`src/rtl/ccu_cmd_pkg.sv`:
```
// Shared definitions for the CCU command transmitter.
// Holds the opcode values, the transmitter state type, the argument field
// selector type and the per-opcode helpers (argument count and argument order).
package ccu_cmd_pkg;

  localparam logic [7:0] OP_NOP   = 8'd0;
  localparam logic [7:0] OP_CLEAR = 8'd67;
  localparam logic [7:0] OP_LINE  = 8'd76;
  localparam logic [7:0] OP_PIXEL = 8'd80;
  localparam logic [7:0] OP_RECT  = 8'd82;

  typedef enum logic [1:0] {
    StIdle,
    StSendOp,
    StSendArg,
    StGap
  } state_e;

  typedef enum logic [2:0] {
    SelXs,
    SelYs,
    SelXe,
    SelYe,
    SelColor,
    SelNone
  } arg_sel_e;

  // Number of argument bytes following the opcode; 0 marks an unsupported opcode.
  function automatic logic [2:0] op_nargs(input logic [7:0] op);
    logic [2:0] n;
    case (op)
      OP_LINE, OP_RECT: n = 3'd5;
      OP_PIXEL:         n = 3'd3;
      OP_CLEAR:         n = 3'd1;
      default:          n = 3'd0;
    endcase
    return n;
  endfunction

  // Which request field goes out as argument number idx of opcode op.
  function automatic arg_sel_e arg_sel(input logic [7:0] op, input logic [2:0] idx);
    arg_sel_e sel;
    sel = SelNone;
    case (op)
      OP_LINE, OP_RECT: begin
        case (idx)
          3'd0:    sel = SelXs;
          3'd1:    sel = SelYs;
          3'd2:    sel = SelXe;
          3'd3:    sel = SelYe;
          3'd4:    sel = SelColor;
          default: sel = SelNone;
        endcase
      end
      OP_PIXEL: begin
        case (idx)
          3'd0:    sel = SelXs;
          3'd1:    sel = SelYs;
          3'd2:    sel = SelColor;
          default: sel = SelNone;
        endcase
      end
      OP_CLEAR: sel = (idx == 3'd0) ? SelColor : SelNone;
      default:  sel = SelNone;
    endcase
    return sel;
  endfunction

endpackage

```
`src/rtl/ccu_arg_mux.sv`:
```
// Combinational argument byte selector.
// Ports:
//   op_i               latched opcode
//   idx_i              argument index within the frame
//   xs_i..color_i      latched request fields
//   arg_o              selected argument byte (0 when the index is out of range)
module ccu_arg_mux
  import ccu_cmd_pkg::*;
(
  input  logic [7:0] op_i,
  input  logic [2:0] idx_i,
  input  logic [7:0] xs_i,
  input  logic [7:0] ys_i,
  input  logic [7:0] xe_i,
  input  logic [7:0] ye_i,
  input  logic [7:0] color_i,
  output logic [7:0] arg_o
);

  arg_sel_e sel;

  assign sel = arg_sel(op_i, idx_i);

  always_comb begin
    arg_o = OP_NOP;
    case (sel)
      SelXs:    arg_o = xs_i;
      SelYs:    arg_o = ys_i;
      SelXe:    arg_o = xe_i;
      SelYe:    arg_o = ye_i;
      SelColor: arg_o = color_i;
      default:  arg_o = OP_NOP;
    endcase
  end

endmodule

```
`src/rtl/ccu_cmd_tx.sv`:
```
// Host-side CCU command transmitter.
// Accepts one drawing request per valid/ready handshake, then serialises the
// opcode and its argument bytes onto the registered cmd bus, one per clock,
// followed by GAP_CYCLES NOP cycles.
// Ports:
//   clk, rst                 clock, asynchronous active-high reset
//   req_valid / req_ready    request handshake
//   req_op..req_color        request fields (sampled only at acceptance)
//   cmd                      registered byte to the CCU, 0 = NOP
//   busy                     high from acceptance until the last gap cycle
//   err                      one-cycle pulse after an unsupported opcode is accepted
module ccu_cmd_tx
  import ccu_cmd_pkg::*;
#(
  parameter int unsigned GAP_CYCLES = 32,
  parameter int unsigned OP_W       = 8
) (
  input  logic            clk,
  input  logic            rst,
  input  logic            req_valid,
  output logic            req_ready,
  input  logic [OP_W-1:0] req_op,
  input  logic [OP_W-1:0] req_xs,
  input  logic [OP_W-1:0] req_ys,
  input  logic [OP_W-1:0] req_xe,
  input  logic [OP_W-1:0] req_ye,
  input  logic [OP_W-1:0] req_color,
  output logic [OP_W-1:0] cmd,
  output logic            busy,
  output logic            err
);

  localparam int unsigned CntW = (GAP_CYCLES > 0) ? $clog2(GAP_CYCLES + 1) : 1;
  localparam logic [CntW-1:0] GapInit = CntW'(GAP_CYCLES);

  state_e          state_q, state_d;
  logic [2:0]      idx_q, idx_d;
  logic [CntW-1:0] cnt_q, cnt_d;
  logic [7:0]      op_q, op_d, xs_q, xs_d, ys_q, ys_d;
  logic [7:0]      xe_q, xe_d, ye_q, ye_d, color_q, color_d;
  logic [7:0]      cmd_q, cmd_d;
  logic            err_q, err_d;
  logic [7:0]      arg_byte;

  assign req_ready = (state_q == StIdle) && !rst;
  assign busy      = (state_q != StIdle);
  assign cmd       = cmd_q;
  assign err       = err_q;

  // Indexed by the next index so cmd_q carries the byte for the state being entered.
  ccu_arg_mux u_arg_mux (
    .op_i    (op_q),
    .idx_i   (idx_d),
    .xs_i    (xs_q),
    .ys_i    (ys_q),
    .xe_i    (xe_q),
    .ye_i    (ye_q),
    .color_i (color_q),
    .arg_o   (arg_byte)
  );

  always_comb begin
    state_d = state_q;
    idx_d   = idx_q;
    cnt_d   = cnt_q;
    op_d    = op_q;
    xs_d    = xs_q;
    ys_d    = ys_q;
    xe_d    = xe_q;
    ye_d    = ye_q;
    color_d = color_q;
    err_d   = 1'b0;
    cmd_d   = OP_NOP;

    case (state_q)
      StIdle: begin
        if (req_valid && req_ready) begin
          op_d    = req_op;
          xs_d    = req_xs;
          ys_d    = req_ys;
          xe_d    = req_xe;
          ye_d    = req_ye;
          color_d = req_color;
          if (op_nargs(req_op) != 3'd0) begin
            state_d = StSendOp;
          end else begin
            err_d = 1'b1;
          end
        end
      end
      StSendOp: begin
        state_d = StSendArg;
        idx_d   = 3'd0;
      end
      StSendArg: begin
        if (idx_q == op_nargs(op_q) - 3'd1) begin
          if (GAP_CYCLES > 0) begin
            state_d = StGap;
            cnt_d   = GapInit;
          end else begin
            state_d = StIdle;
          end
        end else begin
          idx_d = idx_q + 3'd1;
        end
      end
      StGap: begin
        // Counts GAP_CYCLES down to 1; leaving on 1 gives exactly GAP_CYCLES NOPs.
        if (cnt_q <= CntW'(1)) begin
          state_d = StIdle;
        end else begin
          cnt_d = cnt_q - CntW'(1);
        end
      end
      default: state_d = StIdle;
    endcase

    case (state_d)
      StSendOp:  cmd_d = op_d;
      StSendArg: cmd_d = arg_byte;
      default:   cmd_d = OP_NOP;
    endcase
  end

  always_ff @(posedge clk or posedge rst) begin
    if (rst) begin
      state_q <= StIdle;
      idx_q   <= '0;
      cnt_q   <= '0;
      op_q    <= '0;
      xs_q    <= '0;
      ys_q    <= '0;
      xe_q    <= '0;
      ye_q    <= '0;
      color_q <= '0;
      cmd_q   <= '0;
      err_q   <= 1'b0;
    end else begin
      state_q <= state_d;
      idx_q   <= idx_d;
      cnt_q   <= cnt_d;
      op_q    <= op_d;
      xs_q    <= xs_d;
      ys_q    <= ys_d;
      xe_q    <= xe_d;
      ye_q    <= ye_d;
      color_q <= color_d;
      cmd_q   <= cmd_d;
      err_q   <= err_d;
    end
  end

endmodule

```
`config.mk`:
```
export PLATFORM = sky130hd
export DESIGN_NAME = ccu_cmd_tx
export DESIGN_NICKNAME = d
export VERILOG_FILES = /design/src/rtl/ccu_cmd_pkg.sv /design/src/rtl/ccu_arg_mux.sv /design/src/rtl/ccu_cmd_tx.sv
export SDC_FILE = /design/constraint.sdc
export NUM_CORES = 1
export LEC_CHECK = 0
export CELL_PAD_IN_SITES_DETAIL_PLACEMENT = 0
export CELL_PAD_IN_SITES_GLOBAL_PLACEMENT = 2
export CORE_MARGIN = 2
export CORE_UTILIZATION = 35
export DETAILED_ROUTE_END_ITERATION = 7
export PLACE_DENSITY_LB_ADDON = 0.1
export SLEW_MARGIN = 20
export SYNTH_ARGS = -nofsm -noshare
export SYNTH_HDL_FRONTEND = slang
export SYNTH_HIERARCHICAL = 1
export SYNTH_SLANG_ARGS = --single-unit
```
`constraint.sdc`:
```
create_clock -name clk -period 3.9 [get_ports clk]
set_input_delay 1.17 -clock clk [delete_from_list [all_inputs] [get_ports clk]]
set_output_delay 1.17 -clock clk [all_outputs]
set_load 0.01 [all_outputs]
```
==> key figures <==
Layout
  – Area growth from synthesis to final layout: 29.69%
  – Ant. Diodes: 0
  – Final instance area: 4629 um^2
  – Fraction of final layout cells with drive strength greater than 1: 0.2541
  – Post-layout net count: between 400 and 500
  – Number of fillers in the final layout: 989
  – Final cell utilization of the core: 0.4715
  – Area used by multi-input combinational logic: 1805 um^2
  – Area occupied by registers: 1702 um^2

Power and ir drop
  – Sequential power share: 0.381
  – Share of total power in combinational logic: 0.412
  – Net Switching: 1.217 mW
  – Sum of internal, switching and leakage power: 3.404 mW
  – Power density of the placed cells: 735.2 nW/um^2
  – Internal power contribution: 2.187 mW
  – Worst IR drop on VDD: 281.0 uV
  – Switching share of total power: 0.3576
  – Leakage Power: 1.888 nW
  – Part of the total power dissipated in the clock network: 0.208

Worst setup path
  – Crit-path max FO: 11
  – Worst endpoint data arrival time: 3.81 ns
  – Critical path class: flop to flop
  – Sort of element at the start of the critical path: flop
  – Crit end category: flop
  – Required time of the critical path: 4.13 ns

Detailed routing
  – Total via count in the routed design: 2565
  – Via-per-instance ratio: between 5 and 6
  – Number of routed nets with antenna violations: 0
  – Final routed DRC violation total: 0
  – Initial detailed-routing violation count: 65
  – First-pass iteration count of the detailed router: 4
  – Routed Wire Length: 8.267 mm
  – Avg WL per Cell: 16.57 um

STA
  – Max-slew violation count: 0
  – Final number of setup-violating endpoints: 0
  – Setup Skew: 0.008970 ns
  – Hold slack final: 0.5057 ns
  – Final Hold Fails: 0
  – Tightest Pin Transition: 0.6414 ns
  – Final TNS setup: 0 ns
  – Post-route clock period utilization: 0.9185
  – RSZ-0062 raised after global routing: false
  – Slew headroom: 0.5724
  – Fmax: 0.2792 GHz
  – Shortest clock period the worst path allows after layout: 3.582 ns

Yosys
  – Synthesis Warnings: 6
  – Count of unique library cells instantiated by Yosys: 60
  – Combined area of all synthesized cells: 3570 um^2
  – Synthesized netlist net count: 351
  – Library cell with the highest instance count after synthesis: sky130_fd_sc_hd__dfrtp_1
  – Post-Syn Instances: roughly 290
  – Register area share after synthesis: 0.4767
  – Synth area leader: sky130_fd_sc_hd__dfrtp_1
  – Synth cell count leaders: sky130_fd_sc_hd__dfrtp_1 (68), sky130_fd_sc_hd__mux2_2 (50), sky130_fd_sc_hd__nor2_1 (24)
  – Portion of synthesized cell area occupied by the leading cell type: 0.4767
  – Number of synthesized flops with an enable pin: 0
  – Async set-or-reset flop fraction in the synthesized netlist: 1.000
  – Most frequently used flop master after synthesis: sky130_fd_sc_hd__dfrtp_1
  – Main area contributors after synthesis: sky130_fd_sc_hd__dfrtp_1 (48%), sky130_fd_sc_hd__mux2_2 (16%), sky130_fd_sc_hd__ha_1 (3.2%)
  – Number of register bits inferred by synthesis: 68
  – Avg Synthesized Cell Area: 12.27 um^2

Clock tree
  – Sinks on the clock net: 68
  – Clock-pin transition on the worst setup and hold timing paths: roughly 0.080 ns
  – Clock latency on the worst-skew pair: 0.35 ns
  – Number of H-tree branching levels: 3
  – TritonCTS clock tree: done
  – Number of buffers inserted during clock tree synthesis: 9
  – Number of buffers on the longest clock path: 2
  – Hold_buf cts: 0
  – Root buffer cell: sky130_fd_sc_hd__clkbuf_8

Place
  – Total placed instance area: 4378 um^2
  – Input/output buffers: 61
  – Routability cong.: ~0.72
  – Half-perimeter wire length after placement: 6.122 mm

Hold path
  – Tightest Hold Check Type: flop to flop

Die
  – Placement Rows: 36
  – Die span in y: 105.0 um
  – Core Box Area: 9819 um^2
  – Die X-Extent: 105.0 um
  – Top-level port count: 62
  – Area of the die: 11020 um^2
  – Starting utilization of the core area: 0.3635

Global route
  – Global-route wire length before repair: roughly 14 mm
  – Largest net degree at the start of global routing: just under 70
  – Initial antenna violation count: 0
  – Via count of the first global-routing pass: 2698
  – Total global-route track usage: 0.1614
  – Total grt overflow: 0

Status
  – Outcome: completed

Flow run
  – Maximum capacitance violations: 0
placed cells by master (no fill, tap or decap), drive strengths merged, types with 3 or more instances in the layout:
cell and count:
dfrtp 68, clkdlybuf4s50 61, mux2 52, nor2 25, mux2i 10, nand2 10, clkbuf 10, inv 10
a22oi 9, ha 9, a221o 8, buf 8, nor2b 6, o2bb2ai 6, nand3 5, nor3 5
or4bb 4, a21oi 4, nor4b 4, nand4 3, a31o 3, a21o 3, bufinv 3, nor3b 3
o21ai 3
metal layers:
metal,wire [um],vias to the layer above,global-route usage
li1,-,1236,-
met4,140,0,0.06857
met5,0,-,0
met3,304,11,0.03057
met2,4151,48,0.2727
met1,3670,1270,0.2011
state kept, by name, indices dropped and copies added, names as in the netlist:
name     cells
cmd          8
color_q      8
op_q         8
xe_q         8
xs_q         8
ye_q         8
ys_q         8
cnt_q        6
idx_q        3
state_q      2
err          1
repair_timing:
item	4_1_cts	5_1_grt
gates resized for setup	0	4
setup buffers	0	0
endpoints found under the setup margin	0	7
path summary, 6_finish.rpt:
path	depth (start not counted)	endpoint	start	slack, ns
min in group asynchronous	3	err	rst	1.25
max reg2reg	13	cmd[4]	op_q[0]	0.32
max	13	cmd[4]	op_q[0]	0.32
min	1	ys_q[0]	ys_q[0]	0.51
max in group asynchronous	3	idx_q[1]	rst	2.32
min reg2reg	1	ys_q[0]	ys_q[0]	0.51
layout make-up:
cell class                 instances  share of cell area
clock buffer                      10             0.02757
clock inverter                     6             0.02405
inverter                           9            0.007297
multi-input combinational        204              0.3900
sequential                        68              0.3676
tap                              133             0.03595
timing repair buffer              69              0.1476
critical path: stages, from the launching register on:
cell and delay (ns):
sky130_fd_sc_hd__dfrtp_1 0.52, sky130_fd_sc_hd__or4bb_1 0.54, sky130_fd_sc_hd__a211o_2 0.34, sky130_fd_sc_hd__nand4_1 0.15, sky130_fd_sc_hd__a21oi_1 0.10, sky130_fd_sc_hd__a2bb2oi_1 0.14
sky130_fd_sc_hd__o21ai_1 0.21, sky130_fd_sc_hd__and3b_1 0.23, sky130_fd_sc_hd__a22oi_1 0.19, sky130_fd_sc_hd__o21ai_1 0.10, sky130_fd_sc_hd__a31o_2 0.32, sky130_fd_sc_hd__a221o_1 0.37
sky130_fd_sc_hd__a22oi_1 0.18, sky130_fd_sc_hd__nor2_1 0.05
power by group through the flow:
stage | clock network, mW | registers (mW) | logic, mW
2_1_floorplan | 0 | 1.25 | 0.984
3_3_place_gp | 0 | 1.32 | 1.40
3_5_place_dp | 0 | 1.31 | 1.41
4_1_cts | 0.729 | 1.30 | 1.42
5_1_grt | 0.763 | 1.35 | 1.55
6_report | 0.707 | 1.30 | 1.40
through the flow:
stage                     setup WS (ns)  std cells
final                            0.3180        499
after CTS                        0.2384        499
after detailed placement         0.2510        483
after global placement           0.2896        483
after global routing            0.06569        499
after floorplan                  0.5227        291
logic make-up (layout without fill, tap and decap cells):
group                      after synthesis  in the layout  synth area share
muxes                                   62             62            0.1942
buffers and inverters                   19             94           0.02173
xor gates and xnor gates                 2              2          0.007012
AOI/OAI and AO/OA                       53             53            0.1360
DFF                                     68             68            0.4767
adders and majority gates                9              9           0.03155
and+or+nand+nor                         78             78            0.1328
No activity file was read; power rests on OpenSTA's default activity.
